### src/rtl/fetch_unit_pkg.sv
// Shared types and constants for the rexta instruction fetch stage.
// Contents: NOP encoding, prefetch FIFO entry payload, fetch FSM states.
package fetch_unit_pkg;

    localparam int unsigned XLEN = 32;

    // addi x0, x0, 0
    localparam logic [XLEN-1:0] NOP_INSTR = 32'h0000_0013;

    typedef struct packed {
        logic [XLEN-1:0] pc;
        logic [XLEN-1:0] instr;
        logic            fault;
    } fetch_entry_t;

    typedef enum logic [1:0] {
        BOOT,
        RUN,
        FAULT
    } fetch_state_t;

    // Value seen at the FIFO head straight out of reset
    localparam fetch_entry_t RESET_ENTRY = '{pc: '0, instr: NOP_INSTR, fault: 1'b0};

endpackage

### src/rtl/fetch_unit_fifo.sv
// fetch_fifo: prefetch buffer holding {pc, instr, fault} entries.
// Ports:
//   clk, rst   clock, synchronous active-high reset
//   push/wdata write an entry (ignored when full)
//   pop        drop the head entry (ignored when empty)
//   flush      empty the buffer; wins over push and pop
//   count      number of valid entries (0..DEPTH)
//   head       oldest entry; stale contents when count == 0
module fetch_fifo
    import fetch_unit_pkg::*;
#(
    parameter int unsigned DEPTH = 2
) (
    input  logic                     clk,
    input  logic                     rst,
    input  logic                     push,
    input  fetch_entry_t             wdata,
    input  logic                     pop,
    input  logic                     flush,
    output logic [$clog2(DEPTH):0]   count,
    output fetch_entry_t             head
);
    localparam int unsigned PTR_W = $clog2(DEPTH);
    localparam int unsigned CNT_W = PTR_W + 1;

    fetch_entry_t       r_mem [DEPTH];
    logic [PTR_W-1:0]   r_rd_ptr;
    logic [PTR_W-1:0]   r_wr_ptr;
    logic [CNT_W-1:0]   r_count;
    logic               w_push;
    logic               w_pop;

    assign w_push = push && (r_count < CNT_W'(DEPTH));
    assign w_pop  = pop && (r_count != '0);
    assign count  = r_count;
    assign head   = r_mem[r_rd_ptr];

    // Storage is reset so the head shows a NOP at PC 0 out of reset
    always_ff @(posedge clk) begin
        if (rst) begin
            r_rd_ptr <= '0;
            r_wr_ptr <= '0;
            r_count  <= '0;
            for (int i = 0; i < DEPTH; i++) begin
                r_mem[i] <= RESET_ENTRY;
            end
        end else if (flush) begin
            r_rd_ptr <= '0;
            r_wr_ptr <= '0;
            r_count  <= '0;
        end else begin
            if (w_push) begin
                r_mem[r_wr_ptr] <= wdata;
                r_wr_ptr        <= r_wr_ptr + PTR_W'(1);
            end
            if (w_pop) begin
                r_rd_ptr <= r_rd_ptr + PTR_W'(1);
            end
            case ({w_push, w_pop})
                2'b10:   r_count <= r_count + CNT_W'(1);
                2'b01:   r_count <= r_count - CNT_W'(1);
                default: r_count <= r_count;
            endcase
        end
    end

endmodule

### src/rtl/fetch_unit.sv
// fetch_unit: rexta instruction fetch stage.
// Issues sequential word fetches on the instruction memory port, buffers
// returned words with their PC in a prefetch FIFO and hands them to decode
// over a valid/ready handshake. Redirects from execute flush and restart.
// Optional feature macro: FETCH_MISALIGN_EN (misaligned redirect -> FAULT,
// presenting a persistent fault marker entry).
// Ports:
//   clk, rst                         clock, synchronous active-high reset
//   mem_cs, mem_addr                 fetch request / word address
//   mem_rdata, mem_ready             returned word / transfer complete
//   redirect_valid, redirect_pc      PC change request from execute
//   instr_valid, instr, instr_pc,    FIFO head towards decode
//   instr_fault, instr_ready
module fetch_unit
    import fetch_unit_pkg::*;
#(
    parameter logic [31:0] RESET_PC = 32'h0000_0000,
    parameter int unsigned DEPTH    = 2
) (
    input  logic        clk,
    input  logic        rst,
    output logic        mem_cs,
    output logic [31:0] mem_addr,
    input  logic [31:0] mem_rdata,
    input  logic        mem_ready,
    input  logic        redirect_valid,
    input  logic [31:0] redirect_pc,
    output logic        instr_valid,
    output logic [31:0] instr,
    output logic [31:0] instr_pc,
    output logic        instr_fault,
    input  logic        instr_ready
);
    localparam int unsigned CNT_W = $clog2(DEPTH) + 1;

    fetch_state_t       r_state;
    fetch_state_t       w_state_nxt;
    logic [31:0]        r_fetch_pc;
    logic [CNT_W-1:0]   w_count;
    fetch_entry_t       w_head;
    fetch_entry_t       w_push_entry;
    logic               w_fifo_valid;
    logic               w_push;
    logic               w_pop;
    logic               w_flush;

    assign w_fifo_valid = (w_count != '0);
    assign w_push       = mem_cs && mem_ready;
    assign w_push_entry = '{pc: r_fetch_pc, instr: mem_rdata, fault: 1'b0};
    assign mem_addr     = r_fetch_pc;

    fetch_fifo #(.DEPTH(DEPTH)) u_fifo (
        .clk   (clk),
        .rst   (rst),
        .push  (w_push),
        .wdata (w_push_entry),
        .pop   (w_pop),
        .flush (w_flush),
        .count (w_count),
        .head  (w_head)
    );

    // State register
    always_ff @(posedge clk) begin
        if (rst) begin
            r_state <= BOOT;
        end else begin
            r_state <= w_state_nxt;
        end
    end

    // Next state and issue logic; redirect overrides everything
    always_comb begin
        w_state_nxt = r_state;
        mem_cs      = 1'b0;
        w_flush     = redirect_valid;
        w_pop       = w_fifo_valid && instr_ready && !redirect_valid;
        case (r_state)
            BOOT:    w_state_nxt = RUN;
            RUN:     mem_cs = (w_count < CNT_W'(DEPTH)) && !redirect_valid;
            default: w_state_nxt = r_state;
        endcase
        if (redirect_valid) begin
`ifdef FETCH_MISALIGN_EN
            w_state_nxt = (redirect_pc[1:0] != 2'b00) ? FAULT : RUN;
`else
            w_state_nxt = RUN;
`endif
        end
    end

    // Fetch address: redirect target (word-masked) or advance on transfer
    always_ff @(posedge clk) begin
        if (rst) begin
            r_fetch_pc <= RESET_PC;
        end else if (redirect_valid) begin
            r_fetch_pc <= {redirect_pc[31:2], 2'b00};
        end else if (w_push) begin
            r_fetch_pc <= r_fetch_pc + 32'd4;
        end
    end

`ifdef FETCH_MISALIGN_EN
    logic [31:0] r_fault_pc;

    // Unmasked target, only meaningful while in FAULT
    always_ff @(posedge clk) begin
        if (rst) begin
            r_fault_pc <= '0;
        end else if (redirect_valid) begin
            r_fault_pc <= redirect_pc;
        end
    end

    // In FAULT the (flushed) buffer shows a single sticky fault marker
    always_comb begin
        instr_valid = w_fifo_valid;
        instr       = w_head.instr;
        instr_pc    = w_head.pc;
        instr_fault = w_head.fault;
        if (r_state == FAULT) begin
            instr_valid = 1'b1;
            instr       = NOP_INSTR;
            instr_pc    = r_fault_pc;
            instr_fault = 1'b1;
        end
    end
`else
    assign instr_valid = w_fifo_valid;
    assign instr       = w_head.instr;
    assign instr_pc    = w_head.pc;
    assign instr_fault = 1'b0;

    // Low PC bits and the stored fault flag have no meaning in this build
    logic w_unused;
    assign w_unused = ^{redirect_pc[1:0], w_head.fault};
`endif

endmodule

### config.mk
export PLATFORM = sky130hd
export DESIGN_NAME = fetch_unit
export DESIGN_NICKNAME = d
export VERILOG_FILES = /design/src/rtl/fetch_unit_pkg.sv /design/src/rtl/fetch_unit_fifo.sv /design/src/rtl/fetch_unit.sv
export SDC_FILE = /design/constraint.sdc
export NUM_CORES = 1
export LEC_CHECK = 0
export ABC_AREA = 1
export ABC_CLOCK_PERIOD_IN_PS = 7300
export CAP_MARGIN = 20
export CORE_MARGIN = 8
export CORE_UTILIZATION = 57
export CTS_BUF_LIST = sky130_fd_sc_hd__clkbuf_8
export DETAILED_ROUTE_END_ITERATION = 7
export PLACE_DENSITY = 0.95
export SETUP_SLACK_MARGIN = 0.1
export SLEW_MARGIN = 20
export SYNTH_ARGS = -nofsm -noshare
export SYNTH_HDL_FRONTEND = slang
export SYNTH_SLANG_ARGS = --single-unit
### constraint.sdc
create_clock -name clk -period 7.3 [get_ports clk]
set_input_delay 1.46 -clock clk [delete_from_list [all_inputs] [get_ports clk]]
set_output_delay 1.46 -clock clk [all_outputs]
set_load 0.02 [all_outputs]
==> metrics, run 1 <==
status=finished clean; FP Rows=42; post-synthesis sequential area ratio=58.0%; Area contributors post-synth=edfxtp_1, dfxtp_1, mux2_2, nor2_1, nand2_1; post-synthesis mux area share=9.11%; Storage cell area=4450 um2; routed wire length=18.5 mm; Die X=roughly 130 um; postcts setup bufs=0; clock root cell=clkbuf_8; drt wl/cell=16.5 um; min cycle time layout=4.35 ns; Hold Vio Cnt, Final=0; pin count of the biggest net entering global routing=63; top-count cell post-synth=nor2_1; clock buffer depth=2; GPL Wtd Cong=0.917; worst vdd rail ir drop=0.0000970 V; r2r startpoint=u_fifo.count[1]; diode count=0; Slew Viols, Final=0; DP HPWL=13.0 mm; buffers added on ports=160; HP Class=register to register; Worst Clk Skew=0.0151 ns; Final setup viols=0; Worst Path Max Fanout=34; CTS clk-pin slew, worst paths=0.09 ns; Yosys top cell area share=roughly half; total track usage=20.7%; synthesized flop and latch total=160; area delta synth->final=27.0%; CTS Sinks=160; Leak=around 3.7 nW; Layout fillers=around 900; Routed Antenna Nets=0; crit path launch=redirect_valid; Synth Cell Area=around 7700 um2; placement-stage cell area=9360 um2; first-pass GRT wire length=29.0 mm; Hold Crit Start=u_fifo.count[0]; Distinct cells, synth=35; vias in the first global route=slightly below 6,000; Yosys Warn Count=0; die area=17,400 um2; PD cells=195 nW/um2; hold buffers post-CTS=0; Adder-Cell Fraction of Synth Area=less than 1%; RSZ-0062 raised after global routing=no; largest family of logic cells by synthesized area=simple AND/OR/NAND/NOR gates; First-pass DRT Iterations=5; ys flop type=edfxtp_1; post-synthesis compound-gate area fraction=under 10%; crit path capture type=output pin; nets=1,003; # DRC=0; clk_lat worst skew=0.43 ns; Rel. slew slack=45.4%; area of the multi-input gates=2660 um2; Simple-Gate Fraction of Synth Area=between 10% and 20%; CTS Buf Count=17; Post-synth EDFFs=124; initial core utilization=58.1%; vias per cell=5.20; Max Cap Viol=0; asr flop ratio synth=0%; XOR/XNOR share of the synthesized area=0.800%; post-CTS sizing=0; Tot Pwr=0.00190 W; Synth area leader=edfxtp_1; top-level port count=roughly 170; detailed-route via count=about 6,000; Setup TNS Final=0 ns; initial drt markers=around 540; Avg Inst Size Synth=approximately 10 um2; Tcrit/Tclk final=59.6%; gr ovfl total=0; CTS tree=built; Peak Freq=230 MHz; layout cells sized above 1=between 10% and 20%; most instantiated cells after synthesis=nor2_1, nand2_1, edfxtp_1, inv_1, mux2_2; crit path launch type=primary input; CP required=5.84 ns; core area=13,200 um2; WS Path Type=primary input to output pin; Max H-tree Level=4; synthesized instance count=777; cell area after layout=9740 um2; initial antenna violation count=0; Slew @ Worst Pin=0.816 ns; DIE HEIGHT=roughly 130 um; Worst EP arrival=2.89 ns
[stage by stage]
step / hold WS (ns) / cells / setup slack [ns] / util [%]
5_1_grt: 0.472 / 1121 / 2.89 / 73.8
3_3_place_gp: 0.432 / 1089 / 2.74 / 71.0
4_1_cts: 0.450 / 1121 / 2.93 / 73.8
2_1_floorplan: 0.422 / 781 / 3.21 / -
6_report: 0.453 / 1121 / 2.95 / 73.8
3_5_place_dp: 0.437 / 1089 / 2.74 / 71.0
[report_power, final]
group	total (W)	leakage, nW	internal [W]	switching [W]
Sequential	0.00104	1.56	0.00102	0.0000216
Combinational	0.000240	1.98	0.000109	0.000132
Clock	0.000618	0.194	0.000306	0.000312
Total	0.00190	3.74	0.00143	0.000465
[cell families (layout without fill, tap and decap cells)]
| kind of cell | after synthesis | in the layout |
|---|---|---|
| multiplexers | 62 | 62 |
| buffers and inverters | 136 | 300 |
| XOR/XNOR | 7 | 7 |
| flip-flops | 160 | 160 |
| other | 1 | 5 |
| AO/OA/AOI/OAI | 68 | 68 |
| AND/OR/NAND/NOR | 341 | 341 |
| adder cells (fa/ha/maj) | 2 | 2 |
[worst max-delay path, cell delays in order]
cell and delay (ns):
clkdlybuf4s50_1 0.39, buf_4 0.24, nor2_4 0.17, clkdlybuf4s50_1 0.63
[registers in the layout, indices dropped and copies added (netlist names), named ones only]
signal,cells
r_state,1
u_fifo.r_mem,124
u_fifo.r_wr_ptr,1
u_fifo.count,2
mem_addr,30
u_fifo.r_rd_ptr,1
[cell usage in the layout, fill, tap and decap left out, drive strengths merged, types with 3 or more instances in the layout]
cell	netlist	final
nor2	159	159
nand3	35	35
clkdlybuf4s50	0	160
clkinvlp	0	3
inv	99	101
clkbuf	6	18
edfxtp	124	124
clkinv	1	8
dfxtp	36	36
nand2	140	140
xor2	6	6
conb	1	5
buf	30	8
mux2	62	62
o21ai	30	30
a31oi	8	8
a21oi	25	25
and2	3	3
[layout make-up]
cell class,count,area share (%)
Tap cell,176,2.26
Inverter,100,3.85
Clock buffer,18,2.54
Timing Repair Buffer,168,17.1
Clock inverter,14,1.31
Sequential cell,160,45.7
Multi-Input combinational cell,485,27.3
[routing by layer]
layer	vias to the layer above	part of all wire, %	GRT usage, %
met4	0	2.1	8.55
met2	239	51	36.5
met5	-	0	0
li1	2839	-	-
met1	2723	40	24.0
met3	30	7.4	4.50
[path summary, 6_finish.rpt]
kind | end | slack, ns | cells after the start
hold reg to reg | u_fifo.count[0] | 0.45 | 1
hold / removal | u_fifo.count[0] | 0.45 | 1
setup / recovery | mem_cs | 2.95 | 4
setup reg to reg | u_fifo.r_mem[0][4] | 4.54 | 9
No activity file was read; power rests on OpenSTA's default activity.
==> run 2: changes to the inputs <==
- ABC_CLOCK_PERIOD_IN_PS: 7300 -> 4100
- CORE_UTILIZATION: 57 -> 53
- PLACE_DENSITY: 0.95 -> 0.91
- clock period: 7.3 -> 4.1 ns (I/O delays scaled with it)
==> run 2 against run 1 <==
Compared with the run above: via count increased by 2.0%; worst hold slack got worse by 0.0017 ns; sequential cell count unchanged; highest routed layer unchanged; critical endpoint is now instr[18].
==> metrics, run 2 (same netlist as run 1, synthesis figures left out) <==
pre-CTS worst setup slack=1.15 ns (-1.59 ns); Tcrit/Tclk final=80.5%; Max Cap Viol=0 (unchanged); total track usage=20.5% (-0.24 points); Slowest cell on crit path=dfxtp_2; hold buffers post-CTS=0 (unchanged); top-level port count=168 (unchanged); Slew Viols, Final=0 (unchanged); most frequent cells in the layout=clkdlybuf4s50_1, nor2_1, nand2_1; CP required=3.28 ns (-2.56 ns); Worst Clk Skew=0.0142 ns (-0.000894 ns); gr ovfl total=0 (unchanged); crit path launch type=register; Worst EP arrival=2.48 ns (-0.41 ns); register-to-register setup slack=2.05 ns (-2.49 ns); vias per cell=5.26 (+1.2%); Leak=3.76 nW (+0.47%); NetSw=0.000861 W (+85%); DP HPWL=13.4 mm (+3.0%); first-pass GRT wire length=29.5 mm (+1.9%); r2r startpoint=u_fifo.count[1]; commonest non-fill, non-tap cell in the layout=clkdlybuf4s50_1; largest reg by FF count=u_fifo.r_mem; Setup TNS Final=0 ns (unchanged); vias in the first global route=5,852 (-1.3%); FP Rows=44 (+4.8%); sequential cell fraction of total power=53.1% (-1.6 points); clock root cell=clkbuf_8; clock network power share=34.7% (+2.1 points); die area=18,600 um2 (+6.6%); post-CTS sizing=0 (unchanged); cell area after layout=9810 um2 (+0.72%); post-route setup slack=0.798 ns (-2.15 ns); initial drt markers=440 (-19%); CTS Sinks=160 (unchanged); Die X=136 um (+3.3%); CTS Buf Count=17 (unchanged); Worst Path Max Fanout=35 (+2.9%); # DRC=0 (unchanged); Hold Crit Start=u_fifo.count[0]; drt wl/cell=16.5 um (+0.49%); routed wire length=18.7 mm (+1.3%); RSZ-0062 raised after global routing=no; Slew @ Worst Pin=0.695 ns (-0.121 ns); initial core utilization=53.5% (-4.6 points); PD cells=355 nW/um2 (+82%); crit path capture type=output pin; GPL Wtd Cong=0.893 (-2.7%); CTS clk-pin slew, worst paths=0.08 ns (about the same); max reg flops=124 (unchanged); status=finished clean; buffers added on ports=160 (unchanged); Sw Ratio=24.7% (+0.20 points); core area=14,300 um2 (+8.5%); DIE HEIGHT=136 um (+3.3%); min cycle time layout=3.30 ns; placed cells=1,098 (+0.83%); largest stage delay on the critical path=0.78 ns (+0.15 ns); Post-Layout Cell Count=1,130 (+0.80%); clock buffer depth=2 (unchanged); area delta synth->final=28.0%; initial antenna violation count=0 (unchanged); postcts setup bufs=0 (unchanged); pin count of the biggest net entering global routing=61 (-3.2%); Hold Vio Cnt, Final=0 (unchanged); First-pass DRT Iterations=5 (unchanged); placement-stage cell area=9390 um2 (+0.32%); Routed Antenna Nets=0 (unchanged); CTS tree=built; detailed-route via count=5,947 (+2.0%); WS Path Type=register to output pin; nets=1,004 (+0.10%); P_int=0.00262 W (+83%); Peak Freq=303 MHz; HP Class=register to register; Tot Pwr=0.00348 W (+84%); diode count=0 (unchanged); layout cells sized above 1=14.2% (+0.20 points); CP cell instances=buf_12, mux2_2, clkdlybuf4s50_1; Rel. slew slack=53.7% (+8.2 points); clk_lat worst skew=0.45 ns (+0.02 ns); Max H-tree Level=4 (unchanged); worst vdd rail ir drop=0.000225 V (+130%); combinational share of power=12.2% (-0.5 points); Final setup viols=0 (unchanged)
-- run 2: cell types whose count changed in the layout (fill, tap and decap cells not counted) --
| cell | delta |
|---|---|
| clkinv_1 | -1 |
| clkinvlp_4 | +1 |
| clkinv_2 | -4 |
| clkinv_4 | +1 |
| inv_6 | +2 |
| buf_12 | +1 |
| bufinv_16 | +1 |
-- run 2: metrics by stage --
stage | hold WS [ns] | util, %
floorplan | 0.422 | -
global placement | 0.434 | 65.6
detailed placement | 0.443 | 65.6
CTS | 0.455 | 68.5
global route | 0.477 | 68.5
finish | 0.452 | 68.5
-- run 2: worst max-delay path: cells and delay by family (launching register included) --
| family | cells | cell delay [ns] |
|---|---|---|
| buf+inv | 2 | 0.84 |
| mux | 1 | 0.38 |
| flops | 1 | 0.78 |
-- run 2: worst paths after layout --
kind                              end  cells past startpoint
setup / recovery            instr[18]                      3
hold / removal        u_fifo.count[0]                      1
setup reg to reg  u_fifo.r_mem[0][63]                      8
hold reg to reg       u_fifo.count[0]                      1
-- run 2: power by group through the flow --
stage / clock (W) / sequential [W] / combinational (W)
3_3_place_gp: 0 / 0.00188 / 0.000418
6_report: 0.00121 / 0.00185 / 0.000427
3_5_place_dp: 0 / 0.00189 / 0.000427
2_1_floorplan: 0 / 0.00190 / 0.000201
5_1_grt: 0.00129 / 0.00186 / 0.000459
4_1_cts: 0.00122 / 0.00185 / 0.000430
-- run 2: final cells by class --
type / instances / area (um2)
clock buffers: 18 / 248
clock inverters: 14 / 168
fillers: 1093 / 4510
inverters: 100 / 375
multi-input cells: 485 / 2660
flip-flops and latches: 160 / 4450
well taps: 184 / 230
repair buffers: 169 / 1680
-- run 2: metal layers --
layer	share of wire (%)	up-vias	routed length [um]	GRT usage (%)
li1	-	2837	-	-
met1	41	2833	7590	25.1
met2	50	251	9340	34.5
met3	7.4	26	1390	4.80
met4	2.0	0	369	7.75
met5	0	-	0	0
